### src/rtl/twi_slave_logic_if.sv
// Bus-side and fabric-side signal bundle for twi_slave_logic.
interface twi_slave_logic_if;
    logic       iScl;
    logic       iSda;
    logic       oSda;
    logic [7:0] oRxData;
    logic       oRxValid;
    logic       iRxFull;
    logic [7:0] iTxData;
    logic       oTxAck;
    logic       oBusy;
    logic       oStop;

    modport slave (
        input  iScl, iSda, iRxFull, iTxData,
        output oSda, oRxData, oRxValid, oTxAck, oBusy, oStop
    );

    modport master (
        output iScl, iSda, iRxFull, iTxData,
        input  oSda, oRxData, oRxValid, oTxAck, oBusy, oStop
    );
endinterface

### src/rtl/twi_slave_logic.sv
// TWI slave responder: oversampled START/STOP detection, 7-bit address match, byte RX/TX.
// Define TWI_SLAVE_GENERAL_CALL_EN to ACK the general-call write address 8'h00.
module twi_slave_logic #(
    parameter logic [6:0]  SLAVE_ADDR  = 7'h5F,
    parameter int unsigned SYNC_STAGES = 2
) (
    input  logic             iPlbClk,
    input  logic             iPlbReset,
    twi_slave_logic_if.slave twi
);

    localparam logic [2:0] ST_IDLE     = 3'd0;
    localparam logic [2:0] ST_ADDR     = 3'd1;
    localparam logic [2:0] ST_ADDR_ACK = 3'd2;
    localparam logic [2:0] ST_RX       = 3'd3;
    localparam logic [2:0] ST_RX_ACK   = 3'd4;
    localparam logic [2:0] ST_TX       = 3'd5;
    localparam logic [2:0] ST_TX_ACK   = 3'd6;
    localparam logic [2:0] ST_IGNORE   = 3'd7;

    logic [SYNC_STAGES-1:0] scl_sync_q, sda_sync_q;
    logic                   scl_hist_q, sda_hist_q;
    logic                   scl_s, sda_s;
    logic                   scl_rise, scl_fall, start_det, stop_det;

    logic [2:0] state_q,   state_d;
    logic [2:0] bitcnt_q,  bitcnt_d;
    logic [7:0] shift_q,   shift_d;
    logic       phase_q,   phase_d;
    logic       rw_q,      rw_d;
    logic       full_q,    full_d;
    logic       sda_q,     sda_d;
    logic [7:0] rxdata_q,  rxdata_d;
    logic       rxvalid_q, rxvalid_d;
    logic       txack_q,   txack_d;
    logic       busy_q,    busy_d;
    logic       stop_q,    stop_d;

    logic [7:0] rx_byte;
    logic       addr_hit;

    always_ff @(posedge iPlbClk) begin
        if (iPlbReset) begin
            scl_sync_q <= '1;
            sda_sync_q <= '1;
            scl_hist_q <= 1'b1;
            sda_hist_q <= 1'b1;
        end else begin
            scl_sync_q <= {scl_sync_q[SYNC_STAGES-2:0], twi.iScl};
            sda_sync_q <= {sda_sync_q[SYNC_STAGES-2:0], twi.iSda};
            scl_hist_q <= scl_sync_q[SYNC_STAGES-1];
            sda_hist_q <= sda_sync_q[SYNC_STAGES-1];
        end
    end

    assign scl_s     = scl_sync_q[SYNC_STAGES-1];
    assign sda_s     = sda_sync_q[SYNC_STAGES-1];
    assign scl_rise  = scl_s & ~scl_hist_q;
    assign scl_fall  = ~scl_s & scl_hist_q;
    assign start_det = scl_s & scl_hist_q & sda_hist_q & ~sda_s;
    assign stop_det  = scl_s & scl_hist_q & ~sda_hist_q & sda_s;

    assign rx_byte = {shift_q[6:0], sda_s};

`ifdef TWI_SLAVE_GENERAL_CALL_EN
    assign addr_hit = (rx_byte[7:1] == SLAVE_ADDR) || (rx_byte == 8'h00);
`else
    assign addr_hit = (rx_byte[7:1] == SLAVE_ADDR);
`endif

    always_comb begin
        state_d   = state_q;
        bitcnt_d  = bitcnt_q;
        shift_d   = shift_q;
        phase_d   = phase_q;
        rw_d      = rw_q;
        full_d    = full_q;
        sda_d     = sda_q;
        rxdata_d  = rxdata_q;
        busy_d    = busy_q;
        rxvalid_d = 1'b0;
        txack_d   = 1'b0;
        stop_d    = 1'b0;

        if (start_det) begin
            sda_d    = 1'b1;
            bitcnt_d = '0;
            busy_d   = 1'b0;
            phase_d  = 1'b0;
            state_d  = ST_ADDR;
        end else if (stop_det) begin
            sda_d   = 1'b1;
            busy_d  = 1'b0;
            stop_d  = busy_q;
            phase_d = 1'b0;
            state_d = ST_IDLE;
        end else begin
            case (state_q)
                ST_IDLE: sda_d = 1'b1;
                ST_ADDR: begin
                    if (scl_rise) begin
                        shift_d  = rx_byte;
                        bitcnt_d = bitcnt_q + 3'd1;
                        if (bitcnt_q == 3'd7) begin
                            if (addr_hit) begin
                                busy_d  = 1'b1;
                                rw_d    = rx_byte[0];
                                phase_d = 1'b0;
                                state_d = ST_ADDR_ACK;
                            end else begin
                                state_d = ST_IGNORE;
                            end
                        end
                    end
                end
                // phase_q marks that the ACK low has been driven; the second fall ends the slot.
                ST_ADDR_ACK: begin
                    if (scl_fall) begin
                        if (!phase_q) begin
                            sda_d   = 1'b0;
                            phase_d = 1'b1;
                        end else begin
                            phase_d  = 1'b0;
                            bitcnt_d = '0;
                            if (rw_q) begin
                                shift_d = {twi.iTxData[6:0], 1'b0};
                                sda_d   = twi.iTxData[7];
                                txack_d = 1'b1;
                                state_d = ST_TX;
                            end else begin
                                sda_d   = 1'b1;
                                state_d = ST_RX;
                            end
                        end
                    end
                end
                ST_RX: begin
                    if (scl_rise) begin
                        shift_d  = rx_byte;
                        bitcnt_d = bitcnt_q + 3'd1;
                        if (bitcnt_q == 3'd7) begin
                            rxdata_d  = rx_byte;
                            rxvalid_d = 1'b1;
                            phase_d   = 1'b0;
                            state_d   = ST_RX_ACK;
                        end
                    end
                end
                ST_RX_ACK: begin
                    if (rxvalid_q)
                        full_d = twi.iRxFull;
                    if (scl_fall) begin
                        if (!phase_q) begin
                            if (full_q) begin
                                sda_d   = 1'b1;
                                state_d = ST_IGNORE;
                            end else begin
                                sda_d   = 1'b0;
                                phase_d = 1'b1;
                            end
                        end else begin
                            sda_d   = 1'b1;
                            phase_d = 1'b0;
                            state_d = ST_RX;
                        end
                    end
                end
                ST_TX: begin
                    if (scl_fall) begin
                        bitcnt_d = bitcnt_q + 3'd1;
                        if (bitcnt_q == 3'd7) begin
                            sda_d   = 1'b1;
                            phase_d = 1'b0;
                            state_d = ST_TX_ACK;
                        end else begin
                            sda_d   = shift_q[7];
                            shift_d = {shift_q[6:0], 1'b0};
                        end
                    end
                end
                ST_TX_ACK: begin
                    if (scl_rise) begin
                        if (sda_s) state_d = ST_IGNORE;
                        else       phase_d = 1'b1;
                    end else if (scl_fall && phase_q) begin
                        phase_d  = 1'b0;
                        bitcnt_d = '0;
                        shift_d  = {twi.iTxData[6:0], 1'b0};
                        sda_d    = twi.iTxData[7];
                        txack_d  = 1'b1;
                        state_d  = ST_TX;
                    end
                end
                ST_IGNORE: sda_d = 1'b1;
                default: begin
                    sda_d   = 1'b1;
                    state_d = ST_IDLE;
                end
            endcase
        end
    end

    always_ff @(posedge iPlbClk) begin
        if (iPlbReset) begin
            state_q   <= ST_IDLE;
            bitcnt_q  <= '0;
            shift_q   <= '0;
            phase_q   <= 1'b0;
            rw_q      <= 1'b0;
            full_q    <= 1'b0;
            sda_q     <= 1'b1;
            rxdata_q  <= '0;
            rxvalid_q <= 1'b0;
            txack_q   <= 1'b0;
            busy_q    <= 1'b0;
            stop_q    <= 1'b0;
        end else begin
            state_q   <= state_d;
            bitcnt_q  <= bitcnt_d;
            shift_q   <= shift_d;
            phase_q   <= phase_d;
            rw_q      <= rw_d;
            full_q    <= full_d;
            sda_q     <= sda_d;
            rxdata_q  <= rxdata_d;
            rxvalid_q <= rxvalid_d;
            txack_q   <= txack_d;
            busy_q    <= busy_d;
            stop_q    <= stop_d;
        end
    end

    assign twi.oSda     = sda_q;
    assign twi.oRxData  = rxdata_q;
    assign twi.oRxValid = rxvalid_q;
    assign twi.oTxAck   = txack_q;
    assign twi.oBusy    = busy_q;
    assign twi.oStop    = stop_q;

endmodule

### src/flat_wrapper.sv
// flat-port wrapper written by rule: the top's interface ports become plain ports
module twi_slave_logic_flat 
#(
    parameter logic [6:0]  SLAVE_ADDR  = 7'h5F,
    parameter int unsigned SYNC_STAGES = 2
)
  (iPlbClk, iPlbReset, twi_iScl, twi_iSda, twi_iRxFull, twi_iTxData, twi_oSda, twi_oRxData, twi_oRxValid, twi_oTxAck, twi_oBusy, twi_oStop);
  twi_slave_logic_if twi_i ();
  input  logic iPlbClk;
  input  logic iPlbReset;
  input wire logic [$bits(twi_i.iScl)-1:0] twi_iScl;
  input wire logic [$bits(twi_i.iSda)-1:0] twi_iSda;
  input wire logic [$bits(twi_i.iRxFull)-1:0] twi_iRxFull;
  input wire logic [$bits(twi_i.iTxData)-1:0] twi_iTxData;
  output wire logic [$bits(twi_i.oSda)-1:0] twi_oSda;
  output wire logic [$bits(twi_i.oRxData)-1:0] twi_oRxData;
  output wire logic [$bits(twi_i.oRxValid)-1:0] twi_oRxValid;
  output wire logic [$bits(twi_i.oTxAck)-1:0] twi_oTxAck;
  output wire logic [$bits(twi_i.oBusy)-1:0] twi_oBusy;
  output wire logic [$bits(twi_i.oStop)-1:0] twi_oStop;
  assign twi_i.iScl = twi_iScl;
  assign twi_i.iSda = twi_iSda;
  assign twi_i.iRxFull = twi_iRxFull;
  assign twi_i.iTxData = twi_iTxData;
  assign twi_oSda = twi_i.oSda;
  assign twi_oRxData = twi_i.oRxData;
  assign twi_oRxValid = twi_i.oRxValid;
  assign twi_oTxAck = twi_i.oTxAck;
  assign twi_oBusy = twi_i.oBusy;
  assign twi_oStop = twi_i.oStop;
  twi_slave_logic #(.SLAVE_ADDR(SLAVE_ADDR), .SYNC_STAGES(SYNC_STAGES)) u_core (.iPlbClk(iPlbClk), .iPlbReset(iPlbReset), .twi(twi_i));
endmodule
### config.mk
export PLATFORM = sky130hd
export DESIGN_NAME = twi_slave_logic_flat
export DESIGN_NICKNAME = d
export VERILOG_FILES = /design/src/rtl/twi_slave_logic_if.sv /design/src/rtl/twi_slave_logic.sv /design/src/flat_wrapper.sv
export SDC_FILE = /design/constraint.sdc
export NUM_CORES = 1
export LEC_CHECK = 0
export CAP_MARGIN = 20
export CORE_ASPECT_RATIO = 1.1
export CORE_MARGIN = 2
export CORE_UTILIZATION = 30
export DETAILED_ROUTE_END_ITERATION = 8
export PLACE_DENSITY = 0.61
export SLEW_MARGIN = 10
export SYNTH_ARGS = -nofsm -noshare
export SYNTH_HDL_FRONTEND = slang
export SYNTH_SLANG_ARGS = --single-unit
### constraint.sdc
create_clock -name iPlbClk -period 1.9 [get_ports iPlbClk]
set_input_delay 0.38 -clock iPlbClk [delete_from_list [all_inputs] [get_ports iPlbClk]]
set_output_delay 0.38 -clock iPlbClk [all_outputs]
set_load 0.03 [all_outputs]
# Word-level counts from Yosys, hierarchy flattened

Index checks and enable logic that the tools add are counted.
Widths: inputs -> output; s select.

Muxes and demuxes: 68
Equal/unequal tests: 40
Bitwise gates (word level): 15
Reductions and logical operators: 22
$add $sub $neg: 1

Operator list:

| operator           | number |
|---|---|
| $mux 3             | 22 |
| $mux 8             | 8 |
| $ne 4x1->1 const B | 9 |
| $mux 1             | 32 |
| $pmux 8 s4         | 1 |
| $ne 2x1->1 const B | 13 |
| $reduce_and 13->1  | 2 |
| $pmux 3 s6         | 1 |
| $eq 3x3->1 const B | 5 |
| $pmux 3 s4         | 1 |
| $reduce_and 6->1   | 2 |
| $reduce_and 11->1  | 1 |
| $ne 5x1->1 const B | 2 |
| $reduce_and 10->1  | 1 |
| $not 1->1          | 8 |
| $reduce_and 4->1   | 2 |
| $reduce_and 8->1   | 1 |
| $reduce_bool 8->1  | 1 |
| $and 1x1->1        | 7 |
| $eq 7x7->1 const B | 1 |
| $eq 3x2->1 const B | 2 |
| $ne 3x1->1 const B | 2 |
| $pmux 1 s6         | 1 |
| $reduce_bool 6->1  | 1 |
| other kinds (16)   | 20 |

Bits in registers: 36
Input port bits: 13

# Logic depth before layout (Yosys ltp)

Depth after elaboration: 8
Depth in mapped cells: 8
Depth with buffers taken out: 7

# Worst setup path before layout

No wires, ideal clock.

Path type: reg2reg
Start: register u_core.bitcnt_q[0]
End: register u_core.shift_q[5]
Buffers on the path: 2
Setup slack: 209 ps
Data arrival time: 1601 ps
Cell stages (with the launch flop): 9
Required time: 1809 ps
Cells stage by stage: dfxtp_1 > ha_1 > ha_1 > nand3_1 > and3_1 > clkbuf_1 > buf_2 > a21oi_1 > a311oi_1

Word-level cells in the longest chain between the ends: 3

Ends and longest elaborated chain:

| element                            | line                   | RTL |
|---|---|---|
| start: declaration                 | twi_slave_logic.sv:27  | `logic [2:0] bitcnt_q, bitcnt_d;` |
| start signal: assignment           | twi_slave_logic.sv:219 | `bitcnt_q <= bitcnt_d;` |
| $eq 3x3->1                         | twi_slave_logic.sv:171 | `if (bitcnt_q == 3'd7) begin` |
| $ne 2x2->1 (no source line)        | --                     |  |
| $reduce_and 11->1 (no source line) | --                     |  |
| end signal: assignment             | twi_slave_logic.sv:220 | `shift_q <= shift_d;` |
| end: declaration                   | twi_slave_logic.sv:28  | `logic [7:0] shift_q, shift_d;` |

Every way passes these cells.
A chain may end at the register's enable or synchronous reset.

# Worst setup path after layout

Start: register u_core.scl_sync_q[1]
End: register u_core.state_q[1]

Word-level cells in the longest chain between the ends: 5

Ends and longest elaborated chain:

| element                            | line                   | RTL |
|---|---|---|
| start: declaration                 | twi_slave_logic.sv:21  | `logic [SYNC_STAGES-1:0] scl_sync_q, sda_sync_q;` |
| start signal: assignment           | twi_slave_logic.sv:49  | `scl_sync_q <= {scl_sync_q[SYNC_STAGES-2:0], twi.iScl};` |
| $not 1->1                          | twi_slave_logic.sv:59  | `assign scl_fall = ~scl_s & scl_hist_q;` |
| $and 1x1->1                        | twi_slave_logic.sv:59  |  |
| $logic_and 1x1->1                  | twi_slave_logic.sv:185 | `end else if (scl_fall && phase_q) begin` |
| $ne 3x1->1 (no source line)        | --                     |  |
| $reduce_and 13->1 (no source line) | --                     |  |
| end signal: assignment             | twi_slave_logic.sv:218 | `state_q <= state_d;` |
| end: declaration                   | twi_slave_logic.sv:26  | `logic [2:0] state_q, state_d;` |

Parallel ways exist; a longest one is shown, timed or not.

==> qor.csv <==
stage,metric,value,unit
setup_path,CP Cell Sequence,"and2b_4, nand2_2, a222oi_1, o211ai_2, a2111oi_2",
layout,"most common cell after layout, fill and taps aside",dfxtp_1,
synthesis,"Distinct cells, synth",53,
die,Row Count,29,
detailed_routing,DR DRC count,0,
layout,nets,257,
sta,Worst Clk Skew,6.39,ps
detailed_routing,Routed WL,4.40,mm
setup_path,CP bufs+invs,0,
synthesis,Compound-Gate Fraction of Synth Area,22.6,%
sta,Max Clk Rate,550,MHz
cts,htree depth,2,
grt,GRT Total Usage,13.4,%
outcome,status,"complete, no violations",
setup_path,CP Data Arrival Time,2020,ps
die,die area,0.00679,sq mm
synthesis,number of flops mapped to enable cells by yosys,0,
detailed_routing,drt initial violations,65,
cts,hold_buf cts,0,
die,Starting Density,31.6,%
synthesis,synthesized area,0.00184,sq mm
sta,Max Slew Vio Count,0,
synthesis,syn_nets,220,
synthesis,area share of and/or/nand/nor cells after synthesis,21.9,%
grt,initial antenna violation count,0,
power,Leak,0.847,nW
layout,antenna diode count,0,
layout,Syn-to-layout area delta,28.9,%
layout,"commonest non-fill, non-tap cells in the layout","dfxtp_1, clkdlybuf4s50_1, nor2_1",
setup_path,CP Capture Type,flop,
synthesis,Yosys warning total,0,
grt,vias in the first global route,1565,
layout,Finished Core Util,40.7,%
run,Max-cap violations,0,
synthesis,asr flop ratio synth,0,%
layout,"Design Area, Final",0.00238,sq mm
grt,total congestion overflow,0,
synthesis,register area share after synthesis,39.1,%
placed_design,gpl congestion,0.872,
die,Top Ports,26,
cts,register clock-pin slew on the reported worst setup and hold paths,80,ps
sta,Worst-Margin Slew,423,ps
synthesis,post-synthesis mux area share,10.3,%
power,pwr/cell area,1120,mW/mm^2
detailed_routing,Vias per Instance,5.22,
setup_path,"delay-heaviest family, CP",compound AO/OA/AOI/OAI gates,
synthesis,flop and latch count out of synthesis,36,
detailed_routing,vias,1670,
cts,worst skew pair latency,290,ps
cts,CTS max path bufs,2,
placed_design,dpl cell area,0.00224,sq mm
synthesis,Synth Area in XOR/XNOR,0.475,%
setup_path,Slowest cell on crit path,a222oi_1,
sta,Rel. slew slack,71.8,%
sta,final hold vios,0,
placed_design,buffers added on ports,25,
sta,Final Setup Violations,0,
detailed_routing,Routed Antenna Nets,0,
die,core area,0.00584,sq mm
cts,root buf cell,clkbuf_8,
sta,RSZ-0062 raised after global routing,true,
layout,layout cells sized above 1,19.8,%
cts,clock sink count,36,
synthesis,Post-Synth Adder-Cell Area,1.36,%
synthesis,main combinational cell family by area after synthesis,compound AO/OA/AOI/OAI gates,
die,Die X-Extent,78.8,microns
cts,CTS Buf Count,5,
setup_path,Setup CP Type,reg -> reg,
detailed_routing,DR WL/cell,13.8,microns
die,die outline height,86.2,microns
placed_design,post-DP HPWL,3.12,mm
sta,fin crit period,1820,ps
setup_path,Crit path largest cell delay,430,ps
setup_path,CP required,2100,ps
sta,fin crit share,95.8,%
setup_path,"critical path fanouts, max",7,
synthesis,Mapped Cells,205,
detailed_routing,drt first pass iters,4,
setup_path,critical path startpoint category,flop,
synthesis,ys flop type,dfxtp_1,
grt,largest net degree at the start of global routing,26,
cts,CTS tree,done,
synthesis,Synth Area per Inst,9.00,sq um
power,maximum VDD drop,525,uV
hold_path,HP Class,reg -> reg,
grt,first-pass GRT wire length,7.27,mm
## metrics by stage
stage | setup WS (ps) | power (W) | setup TNS (ps) | instances | hold WS [ps]
detailed placement | 42.3 | 0.00201 | 0 | 308 | 398
finish | 80.3 | 0.00266 | 0 | 320 | 414
floorplan | 209 | 0.00173 | 0 | 205 | 389
global route | -13.7 | 0.00283 | -22.2 | 320 | 426
CTS | 22.9 | 0.00260 | 0 | 316 | 417
global placement | 35.2 | 0.00203 | 0 | 308 | 393
## worst register-to-register path, cell delays in order, from the launching register on
cell	delay (ps)
dfxtp_1	380
and2b_4	320
nand2_2	60
a222oi_1	430
o211ai_2	180
a2111oi_2	360
## flip-flops by register name (all words and copies together), names as in the netlist, 2 cells and up
register,cells
u_core.shift_q,8
u_core.scl_sync_q,2
u_core.state_q,3
u_core.sda_sync_q,2
u_core.bitcnt_q,3
u_core.twi.oRxData,8
## final cells by class
cell class                      instances  area (sq um)
Clock buffer                            6          82.6
Timing Repair Buffer                   44           397
Multi-Input combinational cell        152          1050
Fill cell                             573          3460
Inverter                                3          11.3
Tap cell                               77          96.3
Sequential cell                        36           722
Clock inverter                          2          15.0
## per-layer routing
layer	vias to the layer above	share of wire (%)	global-route usage [%]
met5	-	0	0
met4	0	1.7	5.26
met3	8	5.1	2.71
met2	47	47	21.1
met1	779	47	17.9
li1	836	-	-
## kinds of logic (layout without fill, tap and decap cells)
kind of cell	count (synthesis)	in the layout
AND/OR/NAND/NOR	76	76
AO/OA/AOI/OAI	54	54
flip-flops	36	36
multiplexers	19	19
buffers and inverters	17	55
adder cells (fa/ha/maj)	2	2
XOR/XNOR	1	1
## path summary, 6_finish.rpt
check	cells past startpoint	endpoint	slack, ps	start
worst min register to register	1	u_core.scl_sync_q[1]$_SDFF_PP1_	410	u_core.scl_sync_q[0]$_SDFF_PP1_
worst max-delay path	5	u_core.state_q[1]$_SDFFE_PP0P_	80	u_core.scl_sync_q[1]$_SDFF_PP1_
worst max register to register	5	u_core.state_q[1]$_SDFFE_PP0P_	80	u_core.scl_sync_q[1]$_SDFF_PP1_
worst min-delay path	1	u_core.scl_sync_q[1]$_SDFF_PP1_	410	u_core.scl_sync_q[0]$_SDFF_PP1_
## timing repair
action	4_1_cts	5_1_grt
setup endpoints to repair	0	6
resized for setup	0	4
setup buffers	0	4
## synthesized netlist by cell type (all sizes together) (2+ instances only)
master,n,area (sq um)
dfxtp,36,721
nor2,24,100
mux2i,19,190
a21oi,16,80.1
nand2,15,58.8
buf,8,45.0
o21ai,8,43.8
a311oi,7,61.3
clkbuf,6,22.5
or2,6,37.5
nand3,5,25.0
nand2b,4,25.0
nand4,4,25.0
o211ai,4,35.0
inv,3,11.3
o311ai,3,26.3
a2111oi,2,30.0
a221oi,2,35.0
and2,2,12.5
and2b,2,17.5
and3,2,12.5
ha,2,25.0
nand4b,2,17.5
nor2b,2,12.5
nor4,2,12.5
nor4b,2,17.5
o221ai,2,17.5
## report_power, final
| group | switching [W] | total [W] | internal (W) |
|---|---|---|---|
| Clock | 0.000296 | 0.000589 | 0.000294 |
| Combinational | 0.000673 | 0.00120 | 0.000523 |
| Sequential | 0.0000574 | 0.000875 | 0.000817 |
| Total | 0.00103 | 0.00266 | 0.00163 |
No activity file was read; power rests on OpenSTA's default activity.
